==> src/rtl/exe_stage.sv <==
// Execute stage of the 5-stage MIPS pipeline.
// Combinational ALU, destination select and operand forwarding.
// Iterative 32-cycle unsigned multiply/divide unit with HI/LO registers, which raises the stall.
// Optional feature macro: EXE_FORWARD_EN enables MEM/WB operand forwarding.
module exe_stage #(
    parameter int DATA_W = 32,
    parameter int REG_W  = 5
) (
    input  logic              clk,
    input  logic              rst,
    input  logic              in_valid,
    input  logic [4:0]        exe_ctrl,
    input  logic [2:0]        md_op,
    input  logic [REG_W-1:0]  rs,
    input  logic [REG_W-1:0]  rt,
    input  logic [REG_W-1:0]  rd,
    input  logic [DATA_W-1:0] read_d1,
    input  logic [DATA_W-1:0] read_d2,
    input  logic [DATA_W-1:0] imm,
    input  logic              mem_regwrite,
    input  logic [REG_W-1:0]  mem_rd,
    input  logic [DATA_W-1:0] mem_result,
    input  logic              wb_regwrite,
    input  logic [REG_W-1:0]  wb_rd,
    input  logic [DATA_W-1:0] wb_data,
    output logic [DATA_W-1:0] alu_result,
    output logic [DATA_W-1:0] store_data,
    output logic [REG_W-1:0]  write_reg,
    output logic              out_valid,
    output logic              stall
);

    typedef enum logic [1:0] {StIdle, StMul, StDiv, StDone} state_t;

    localparam logic [2:0] MdMultu = 3'b001;
    localparam logic [2:0] MdDivu  = 3'b010;
    localparam logic [2:0] MdMfhi  = 3'b011;
    localparam logic [2:0] MdMflo  = 3'b100;

    state_t              state;
    logic [4:0]          count;
    // acc holds {partial, multiplier} for multu and {remainder, dividend/quotient} for divu
    logic [2*DATA_W-1:0] acc;
    logic [DATA_W-1:0]   opb;
    logic [DATA_W-1:0]   hi;
    logic [DATA_W-1:0]   lo;

    logic [DATA_W-1:0]   fwd_a;
    logic [DATA_W-1:0]   fwd_b;
    logic [DATA_W-1:0]   op_a;
    logic [DATA_W-1:0]   op_b;
    logic                start_mul;
    logic                start_div;

`ifdef EXE_FORWARD_EN
    // MEM result wins over WB data; register 0 is never forwarded
    function automatic logic [DATA_W-1:0] fwd(input logic [REG_W-1:0] idx,
                                              input logic [DATA_W-1:0] rf_val);
        if (mem_regwrite && (mem_rd != '0) && (mem_rd == idx)) begin
            return mem_result;
        end else if (wb_regwrite && (wb_rd != '0) && (wb_rd == idx)) begin
            return wb_data;
        end
        return rf_val;
    endfunction

    // Forwarded operand selection
    always_comb begin
        fwd_a = fwd(rs, read_d1);
        fwd_b = fwd(rt, read_d2);
    end
`else
    logic unused_fwd;
    assign unused_fwd = ^{mem_regwrite, mem_rd, mem_result, wb_regwrite, wb_rd, wb_data, rs};

    // Register file operands used directly
    always_comb begin
        fwd_a = read_d1;
        fwd_b = read_d2;
    end
`endif

    // Operand, destination and ALU result selection
    always_comb begin
        op_a       = fwd_a;
        op_b       = exe_ctrl[4] ? imm : fwd_b;
        store_data = fwd_b;
        write_reg  = exe_ctrl[3] ? rd : rt;
        unique case (exe_ctrl[2:0])
            3'b000:  alu_result = op_a + op_b;
            3'b001:  alu_result = op_a - op_b;
            3'b010:  alu_result = op_a & op_b;
            3'b011:  alu_result = op_a | op_b;
            3'b100:  alu_result = {{(DATA_W-1){1'b0}}, $signed(op_a) < $signed(op_b)};
            3'b101:  alu_result = ~(op_a | op_b);
            3'b110:  alu_result = fwd_b << imm[10:6];
            default: alu_result = {imm[15:0], 16'h0000};
        endcase
        if (md_op == MdMfhi) begin
            alu_result = hi;
        end else if (md_op == MdMflo) begin
            alu_result = lo;
        end
    end

    logic [DATA_W:0]     mul_sum;
    logic [2*DATA_W-1:0] mul_next;
    logic [DATA_W:0]     div_shift;
    logic [DATA_W+1:0]   div_diff;
    logic                div_ok;
    logic [2*DATA_W-1:0] div_next;

    // One shift-add multiply step and one restoring divide step
    always_comb begin
        mul_sum   = {1'b0, acc[2*DATA_W-1:DATA_W]} + (acc[0] ? {1'b0, opb} : '0);
        mul_next  = {mul_sum, acc[DATA_W-1:1]};
        div_shift = {acc[2*DATA_W-1:DATA_W], acc[DATA_W-1]};
        div_diff  = {1'b0, div_shift} - {2'b00, opb};
        div_ok    = ~div_diff[DATA_W+1];
        div_next  = {(div_ok ? div_diff[DATA_W-1:0] : div_shift[DATA_W-1:0]),
                     acc[DATA_W-2:0], div_ok};
    end

    // Start decode and stall generation; stall is forced low during reset
    always_comb begin
        start_mul = in_valid && (md_op == MdMultu);
        start_div = in_valid && (md_op == MdDivu);
        stall     = !rst && (((state == StIdle) && (start_mul || start_div)) ||
                             (state == StMul) || (state == StDiv));
        out_valid = in_valid && !stall;
    end

    // Multiply/divide FSM with HI/LO written only on completion
    always_ff @(posedge clk or posedge rst) begin
        if (rst) begin
            state <= StIdle;
            count <= '0;
            acc   <= '0;
            opb   <= '0;
            hi    <= '0;
            lo    <= '0;
        end else begin
            unique case (state)
                StIdle: begin
                    if (start_mul || start_div) begin
                        acc   <= {{DATA_W{1'b0}}, op_a};
                        opb   <= op_b;
                        count <= '0;
                        state <= start_mul ? StMul : StDiv;
                    end
                end
                StMul: begin
                    acc   <= mul_next;
                    count <= count + 5'd1;
                    if (count == 5'd31) begin
                        hi    <= mul_next[2*DATA_W-1:DATA_W];
                        lo    <= mul_next[DATA_W-1:0];
                        state <= StDone;
                    end
                end
                StDiv: begin
                    acc   <= div_next;
                    count <= count + 5'd1;
                    if (count == 5'd31) begin
                        hi    <= div_next[2*DATA_W-1:DATA_W];
                        lo    <= div_next[DATA_W-1:0];
                        state <= StDone;
                    end
                end
                default: state <= StIdle;
            endcase
        end
    end

endmodule
==> config.mk <==
export PLATFORM = sky130hd
export DESIGN_NAME = exe_stage
export DESIGN_NICKNAME = d
export VERILOG_FILES = /design/src/rtl/exe_stage.sv
export SDC_FILE = /design/constraint.sdc
export NUM_CORES = 1
export LEC_CHECK = 0
export ABC_AREA = 0
export CORE_MARGIN = 2
export CORE_UTILIZATION = 30
export DETAILED_ROUTE_END_ITERATION = 8
export GPL_ROUTABILITY_DRIVEN = 0
export MAX_ROUTING_LAYER = met4
export PLACE_DENSITY = 0.48
export SYNTH_ARGS = -nofsm -noshare
export SYNTH_HDL_FRONTEND = slang
export SYNTH_SLANG_ARGS = --single-unit
==> constraint.sdc <==
create_clock -name clk -period 6.6 [get_ports clk]
set_input_delay 0.99 -clock clk [delete_from_list [all_inputs] [get_ports clk]]
set_output_delay 0.99 -clock clk [all_outputs]
set_load 0.02 [all_outputs]
==> flow_metrics.py <==
metrics = {
    "run_status": {
        "status": "completed",
    },
    "global_routing": {
        "grt.total_usage": 0.236,
        "grt_antenna_before_repair": 0,
        "grt_overflow": 0,
        "grt_pass1_wl_um": 119000,
        "grt_max_degree": 97,
        "grt_pass1_vias": 19200,
    },
    "hold_path": {
        "hp-class": "reg2reg",
        "min_path_cells": 2,
    },
    "timing": {
        "finalSetupViolations": 0,
        "layout_min_cycle_time_ps": 6450,
        "worst_pin_slew_ps": 1180,
        "hold_viol": 0,
        "slew_headroom": 0.213,
        "hold_ws_ps": 481,
        "drv_slew": 0,
        "fmax_mhz": 155,
        "finalClockSkew_ps": 20.5,
        "post-route-period-util": 0.977,
        "layout_setup_ws_ps": 150,
    },
    "place": {
        "place_area_um2": 22600,
        "dp_slack_ps": -22.2,
        "dp_hpwl_um": 62100,
        "place.port_buffers": 187,
    },
    "floorplan": {
        "die_y_um": 260,
        "ios": 269,
        "placementRows": 93,
        "die_x_um": 260,
        "core-area_um2": 64500,
        "die_area_um2": 67400,
        "start_util": 0.304,
    },
    "synth": {
        "ys_ff_latch": 167,
        "synth_cell_types": 95,
        "avgSynthCellArea_um2": 7.79,
        "ys_seq_area_frac": 0.213,
        "synth_warnings": 0,
        "synth.top_cell.area_share": 0.213,
        "yosysTopAreaCell": "dfrtp_1",
        "syn_nets": 2911,
        "ys.flop_type": "dfrtp_1",
        "syn-cell-area_um2": 19600,
        "synth_area_leaders": "dfrtp_1 21%, ha_1 12%, o21ai_0 7.2%",
        "synth_edf_count": 0,
        "synth.most_common_cell": "nand2_1",
        "synth_common_cells": "301 x nand2_1, 282 x o21ai_0, 195 x ha_1, 192 x a21oi_1, 170 x nor2_1",
        "synth_cells": 2514,
        "async_flop_share": 1.00,
    },
    "cells_and_area": {
        "finalCoreUtilization": 0.361,
        "final_nets": 3059,
        "area_growth_pct": 18.9,
        "drive_above_1_share": 0.101,
        "fin_area_um2": 23300,
        "insertedDiodeCount": 0,
    },
    "pwr": {
        "cellPowerDensity_nw_per_um2": 294,
        "vdd_drop_max_mv": 0.454,
        "power_leakage_nw": 10.4,
        "finalPower_mw": 6.84,
    },
    "routing": {
        "drcViolationCount": 0,
        "wire_per_inst_um": 22.4,
        "drt-initial-drc-count": 1478,
        "ant_nets": 0,
        "postRouteWirelength_um": 79100,
        "vias": 19800,
        "viasPerCell": 5.61,
        "dr.pass1.iters": 5,
    },
    "clocking": {
        "cts_made_buffers": 17,
        "cts-root-buf": "clkbuf_16",
        "htree_levels": 4,
        "clockBufferDepth": 2,
        "clk_latency_ps": 460,
        "cts.sinks": 167,
        "cts_tree": "done",
        "path_clk_slew_ps": 80,
    },
    "setup_path": {
        "start_kind": "primary input",
        "r2r_cells": 12,
        "critPathMaxFanout": 4,
        "critPathKind": "in2out",
        "cp_data_required_time_ps": 5610,
        "endpoint_kind": "output port",
        "arrival_ps": 5460,
    },
    "flow_run": {
        "max_cap_violations": 0,
    },
}
## per-layer routing
metal | wire [um] | vias up | track usage
met2 | 36400 | 760 | 0.376
met1 | 35400 | 9511 | 0.312
met5 | 0 | - | -
met4 | 2460 | 0 | 0.0774
met3 | 4770 | 115 | 0.0256
li1 | - | 9413 | -
## registers in the layout (all words and copies together) (netlist names)
signal  flops
count       5
lo         32
state       2
hi         32
acc        64
opb        32
## final timing paths
kind                        start            end  slack [ps]
min reg2reg                 lo[6]          lo[6]         480
min                         lo[6]          lo[6]         480
max                        imm[5]  alu_result[0]         150
min in group asynchronous     rst       state[1]         980
max reg2reg                opb[4]          hi[0]        2600
max in group asynchronous     rst        acc[61]        4300
## metrics by stage
stage               TNS, ps  std cells
finish                    0       3530
global route          -16.4       3530
CTS                       0       3530
detailed placement    -22.2       3498
global placement      -46.6       3498
floorplan                 0       2514
## critical path: stages
cell and delay, ps:
clkdlybuf4s50_1 590, mux2i_1 150, buf_4 190, ha_1 200, or3_1 360, a221o_1 260, o22ai_1 340, nor3_1 100
buf_4 160, o21bai_1 330, and2_1 230, o221ai_1 190, a21oi_1 210, nor3_1 100, nor3_1 370, clkdlybuf4s50_1 690
## timing repair
action                     4_1_cts  5_1_grt
gates resized for setup          2       10
hold buffers                     0        0
setup endpoints to repair        2       10
gates cloned                     0        0
buffers inserted                 0        0
pin swaps                        0        1
## layout make-up
type	count	area [um2]
sequential	167	4180
inverter	144	546
fill	6770	41200
clock buffer	17	425
multi-input combinational	2019	14100
timing repair buffer	313	2790
clock inverter	15	200
tap	855	1070
## cells by family (layout without fill, tap and decap cells)
group | count (synthesis) | count (layout) | share of synthesized area
fa+ha+maj | 199 | 199 | 0.129
simple gates | 707 | 707 | 0.164
compound gates | 871 | 871 | 0.286
mux | 167 | 167 | 0.102
flops | 167 | 167 | 0.213
xor+xnor | 75 | 75 | 0.0335
buf+inv | 328 | 489 | 0.0721
## where the power goes
part           internal (mW)  switching [mW]  leakage [nW]  total (mW)
registers               1.41           0.364          2.15        1.78
logic                   1.45            2.53          7.96        3.98
clock network          0.552           0.531         0.305        1.08
total                   3.42            3.42          10.4        6.84
## cell usage in the layout (no fill, tap or decap), drive strengths merged, types with 46 or more instances in the layout
cell             n
nand2          302
o21ai          289
ha             195
a21oi          193
clkdlybuf4s50  173
nor2           170
dfrtp          167
inv            152
buf            137
mux2i          114
a22oi           55
xnor2           46
Power figures use the tool's default switching activity.
